===== src/rtl/alu_exec_unit.sv =====
// Issue/writeback sequencer around an external 8-bit combinational alu.
// Three-cycle IDLE -> EXEC -> WB loop with a 4x8 register file and flags.
module alu_exec_unit #(
  parameter logic [7:0] REG_INIT   = 8'h00,
  parameter logic [3:0] FLAGS_INIT = 4'b0000
) (
  input  logic        CLK,
  input  logic        RST_N,
  input  logic [15:0] INSTR,
  input  logic        INSTR_VALID,
  output logic        INSTR_READY,
  output logic [7:0]  ALU_A,
  output logic [7:0]  ALU_B,
  output logic [2:0]  ALU_OP,
  input  logic [7:0]  ALU_Y,
  input  logic        ALU_C,
  input  logic        ALU_V,
  input  logic        ALU_N,
  input  logic        ALU_Z,
  input  logic        HOST_WE,
  input  logic [1:0]  HOST_ADDR,
  input  logic [7:0]  HOST_WDATA,
  output logic [7:0]  HOST_RDATA,
  output logic [3:0]  FLAGS,
  output logic        BUSY,
  output logic        DONE
);

  typedef enum logic [1:0] {
    IDLE = 2'd0,
    EXEC = 2'd1,
    WB   = 2'd2
  } state_e;

  state_e          state_q, state_d;
  logic [3:0][7:0] rf_q, rf_d;
  logic [3:0]      flags_q, flags_d;
  logic [7:0]      a_q, a_d;
  logic [7:0]      b_q, b_d;
  logic [2:0]      op_q, op_d;
  logic [1:0]      rd_q, rd_d;

  logic [2:0] i_op;
  logic [1:0] i_rd;
  logic [1:0] i_rs;
  logic       i_sel;
  logic [7:0] i_imm;

  assign i_op  = INSTR[15:13];
  assign i_rd  = INSTR[12:11];
  assign i_rs  = INSTR[10:9];
  assign i_sel = INSTR[8];
  assign i_imm = INSTR[7:0];

  always_comb begin
    state_d = state_q;
    rf_d    = rf_q;
    flags_d = flags_q;
    a_d     = a_q;
    b_d     = b_q;
    op_d    = op_q;
    rd_d    = rd_q;

    // host write first so a same-index writeback overrides it
    if (HOST_WE) rf_d[HOST_ADDR] = HOST_WDATA;

    unique case (state_q)
      IDLE: begin
        if (INSTR_VALID) begin
          rd_d    = i_rd;
          a_d     = rf_q[i_rd];
          b_d     = i_sel ? i_imm : rf_q[i_rs];
          op_d    = i_op;
          state_d = EXEC;
        end
      end
      EXEC: begin
        rf_d[rd_q] = ALU_Y;
        flags_d    = {ALU_C, ALU_V, ALU_N, ALU_Z};
        state_d    = WB;
      end
      WB:      state_d = IDLE;
      default: state_d = IDLE;
    endcase
  end

  always_ff @(posedge CLK or negedge RST_N) begin
    if (!RST_N) begin
      state_q <= IDLE;
      rf_q    <= {4{REG_INIT}};
      flags_q <= FLAGS_INIT;
      a_q     <= 8'h00;
      b_q     <= 8'h00;
      op_q    <= 3'b000;
      rd_q    <= 2'd0;
    end else begin
      state_q <= state_d;
      rf_q    <= rf_d;
      flags_q <= flags_d;
      a_q     <= a_d;
      b_q     <= b_d;
      op_q    <= op_d;
      rd_q    <= rd_d;
    end
  end

  assign INSTR_READY = (state_q == IDLE);
  assign BUSY        = (state_q != IDLE);
  assign DONE        = (state_q == WB);
  assign ALU_A       = a_q;
  assign ALU_B       = b_q;
  assign ALU_OP      = op_q;
  assign FLAGS       = flags_q;
  assign HOST_RDATA  = rf_q[HOST_ADDR];

endmodule


===== config.mk =====
export PLATFORM = sky130hd
export DESIGN_NAME = alu_exec_unit
export DESIGN_NICKNAME = d
export VERILOG_FILES = /design/src/rtl/alu_exec_unit.sv
export SDC_FILE = /design/constraint.sdc
export NUM_CORES = 1
export LEC_CHECK = 0
export ABC_AREA = 1
export BUFFER_PORTS_ARGS = -buffer_cell sky130_fd_sc_hd__buf_2
export CELL_PAD_IN_SITES_DETAIL_PLACEMENT = 0
export CELL_PAD_IN_SITES_GLOBAL_PLACEMENT = 1
export CORE_MARGIN = 4
export CORE_UTILIZATION = 41
export DETAILED_ROUTE_END_ITERATION = 10
export PLACE_DENSITY = 0.95
export RECOVER_POWER = 50
export REMOVE_ABC_BUFFERS = 1
export SETUP_SLACK_MARGIN = 0.2
export SYNTH_ARGS = -nofsm -noshare
export SYNTH_HDL_FRONTEND = slang
export SYNTH_SLANG_ARGS = --single-unit

===== constraint.sdc =====
create_clock -name CLK -period 2.65 [get_ports CLK]
set_input_delay 0.265 -clock CLK [delete_from_list [all_inputs] [get_ports CLK]]
set_output_delay 0.265 -clock CLK [all_outputs]
set_load 0.1 [all_outputs]

# ---- Word level (Yosys, flattened, before mapping)
# Cells that the tools add are included.
dict set report word_totals {
  elab_cells 41
  input_bits 42
  register_bits 59
  out_inout_bits 34
}
dict set report op_classes {
  n_lt_le_gt_ge 6
  eq_ne 3
  n_reduce_logical 5
  mux 17
}
# op count
set ops {}
lappend ops {{$bwmux 32} 2}
lappend ops {{$mux 32} 2}
lappend ops {{$bmux 8 s2} 3}
lappend ops {{$mux 8} 6}
lappend ops {{$demux 8 s2} 2}
lappend ops {{$lt 2x3->1 const B} 4}
lappend ops {{$ge 2x1->1 const B} 2}
lappend ops {{$pmux 2 s2} 1}
lappend ops {{$eq 2x1->1 const B} 1}
lappend ops {{$eq 2x2->1 const B} 1}
lappend ops {{$logic_and 1x1->1} 2}
lappend ops {{$logic_not 2->1} 1}
lappend ops {{$mux 2} 1}
lappend ops {{$ne 2x2->1 const B} 1}
lappend ops {{$reduce_and 2->1} 1}
lappend ops {{$reduce_bool 2->1} 1}

# ---- Logic depth before layout (Yosys ltp)
dict set report logic_depth {
  word_depth 8
  ltp_mapped 9
  ltp_nobuf 7
}

# ---- Worst setup path before layout
# OpenSTA, ideal clock, no wires.
dict set report synth_timing {
  path_kind {flip-flop to output port}
  start {register state_q[1]}
  end {output port BUSY}
  n_path_buf 0
  t_required_ns 2.385
  slack_ns -0.289
  arrival_ns 2.674
  stages_incl_launch_ff 3
  cell_sequence {dfrtp_1 > nor2_1 > inv_1}
}
dict set report synth_via {
  elab_chain_cells 1
}
# element line_no
set synth_lines {}
lappend synth_lines {{start: declaration} 35} ;# state_e state_q, state_d;
lappend synth_lines {{start signal: assignment} 97} ;# state_q <= state_d;
lappend synth_lines {{$reduce_bool 2->1} 108} ;# assign BUSY = (state_q != IDLE);
lappend synth_lines {{end: declaration} 25} ;# output logic BUSY,
# No other way between the ends.

==> results_dict.tcl <==
set metrics [dict create \
    outcome "finished, final reports clean" \
    timing_worst_setup_path_type "reg2reg" \
    rsz0062_at_grt "no" \
    worst-endpoint-required_ns 2.93 \
    layout.filler_cells 865 \
    core_area_um2 8258 \
    hold_path_class "in2reg" \
    post_cts_setup_buffers 0 \
    r2r_setup_slack_ns 0.74 \
    grt_first_pass_wirelength_um 15950 \
    synth.lib_cells_used.distinct 20 \
    fin_area_um2 4079 \
    worst_ir_drop_vdd_v 0.0006259 \
    p_leak_nw 2.321 \
    drt_wl_total_um 9799 \
    ant_nets 0 \
    cts.sinks 59 \
    power.density_nw_per_um2 1090 \
    vias 3494 \
    gp_congestion 0.9273 \
    holdBufCountCts 0 \
    holdCritStartpoint "INSTR[13]" \
    finalPower_mw 4.447 \
    finalSetupViolations 0 \
    yosys.area.top_type_share 0.4222 \
    routedWlPerCell_um 13.80 \
    track_usage 0.1996 \
    setup_total_negative_slack_ns 0 \
    worst_pin_slew_ns 1.465 \
    violation_count_after_the_first_detailed_route_iteration 214 \
    via_count_of_the_first_global_routing_pass 3289 \
    finalNonFillerCells 710 \
    min_period_over_period 0.7189 \
    io_buffer_count 75 \
    detail_route.first_pass.iterations 5 \
    final_common_cell "nand2_1" \
    r2r_cells 5 \
    area.sequential_um2 1476 \
    ctsRootBufferMaster "clkbuf_8" \
    most-common-layout-cells "nand2_1, buf_2, dfrtp_1" \
    fp-row-count 33 \
    detail_route.vias_per_cell 4.921 \
    synthesis.area_per_instance_um2 6.636 \
    clk_pin_slew_ns 0.07 \
    placed_cells 694 \
    clk_path_buf_depth 2 \
    kind_of_start_point_of_the_critical_path "register" \
    min_delay_worst_endpoint "ALU_OP[0]$_DFFE_PN0P_" \
    r2r_start "state_q[1]$_DFFE_PN0P_" \
    rr_endpoint "rf_q[3]$_DFF_PN0_" \
    crit_fanout 10 \
    hpwlAfterDp_um 7456 \
    total_placed_instance_area_um2 3931 \
    syn_inst 527 \
    max_clock_freq_mhz 524.9 \
    die_width_um 100.4 \
    seq_area_frac_synth 0.4222 \
    cts-buffers-inserted 9 \
    post_route_cells_drive_above_1_share 0.1636 \
    pin_count 76 \
    floorplan.initialDensity 0.4235 \
    cts_tree "done" \
    ys_ff_latch 59 \
    final_max_slew_viol_count 0 \
    max_cap_viol_count 0 \
    cts_resized 0 \
    nNetsFinal 642 \
    critical_path.endpoint_type "register" \
    fin_crit_ns 1.905 \
    worst_clock_skew_on_the_final_layout_ns 0.007393 \
    syn2layout_area_growth_pct 16.64 \
    multi_input_area_um2 1700 \
    cp_data_arrival_time_ns 2.18 \
    cts.htree.levels 3 \
    die_height_um 100.4 \
    diode_insertion_count_for_antenna_repair 0 \
    synth_area_leader_cell "dfrtp_1" \
    die-area_um2 10070 \
    clock_latency_ns 0.33 \
    globalRouteOverflowTotal 0 \
    worst_slew_margin_rel 0.02319 \
    setup_crit_start "state_q[1]$_DFFE_PN0P_" \
    yosysWarnings 0 \
    post-route-drc-count 0 \
    synthTopCellsByArea "dfrtp_1, nand2_1, nand3_1" \
    grt_max_degree 60 \
    hold_viol_final 0 \
    hold_depth 3 \
    synth_area_um2 3497 \
    grt_antenna_before_repair 0 \
]
==> final cells by class <==
type,count,area share
multi-input combinational,393,0.4169
clock buffer,11,0.03221
tap,105,0.03221
sequential,59,0.3620
clock inverter,5,0.007362
inverter,60,0.05521
timing repair buffer,77,0.09417
==> stage by stage <==
step           hold WS (ns)  setup slack (ns)    util
2_1_floorplan      -0.03059           -0.7580       -
3_3_place_gp         0.4506            0.8530  0.4761
3_5_place_dp         0.4552            0.8394  0.4761
4_1_cts              0.1023            0.8349  0.4956
5_1_grt              0.1214            0.5242  0.4939
6_report             0.1229            0.7450  0.4939
==> sequential cells by signal, indices dropped and copies added (netlist names) <==
signal,count
ALU_A,8
ALU_B,8
ALU_OP,3
FLAGS,4
rd_q,2
rf_q,32
state_q,2
==> Yosys cell counts (all sizes together) <==
cell type / number
a22oi: 1
a21oi: 1
buf: 11
o211ai: 22
nand2: 286
clkbuf: 4
o21ai: 5
nand3: 47
o2111ai: 7
dfrtp: 59
clkinv: 1
inv: 59
nor2: 24
==> kinds of logic (layout without fill, tap and decap cells) <==
| family | after synthesis | count (layout) | synth area share |
|---|---|---|---|
| AOI/OAI and AO/OA | 36 | 36 | 0.07549 |
| buffers and inverters | 75 | 153 | 0.08944 |
| DFF | 59 | 59 | 0.4222 |
| and+or+nand+nor | 357 | 357 | 0.4129 |
==> layer usage <==
layer / vias up / GRT usage / part of all wire
li1: 1790 / - / -
met1: 1544 / 0.2750 / 0.45
met2: 141 / 0.3135 / 0.46
met3: 19 / 0.02919 / 0.064
met4: 0 / 0.08497 / 0.025
met5: - / 0 / 0
==> power by group <==
| part | switching [mW] | leakage (nW) | internal, mW |
|---|---|---|---|
| Sequential | 0.289 | 0.696 | 1.21 |
| Clock | 0.355 | 0.0791 | 0.334 |
| Combinational | 1.82 | 1.55 | 0.445 |
| Total | 2.46 | 2.32 | 1.99 |
==> worst max-delay path: stages (launching register included) <==
cell     delay [ns]
dfrtp_1        0.39
nor2_1         0.63
nand3_2        0.41
inv_2          0.27
nand2_1        0.08
nand2_1        0.07
==> worst max-delay path by stage <==
stage | endpoint | cells after the start | slack [ns]
final | rf_q[3]$_DFF_PN0_ | 5 | 0.74
after global routing | rf_q[7]$_DFF_PN0_ | 6 | 0.52
after detailed placement | HOST_RDATA[4] | 5 | 0.84
after CTS | HOST_RDATA[4] | 5 | 0.83
after global placement | HOST_RDATA[4] | 5 | 0.85
after floorplan | ALU_A[3]$_DFFE_PN0P_ | 5 | -0.76
Power figures use the tool's default switching activity.
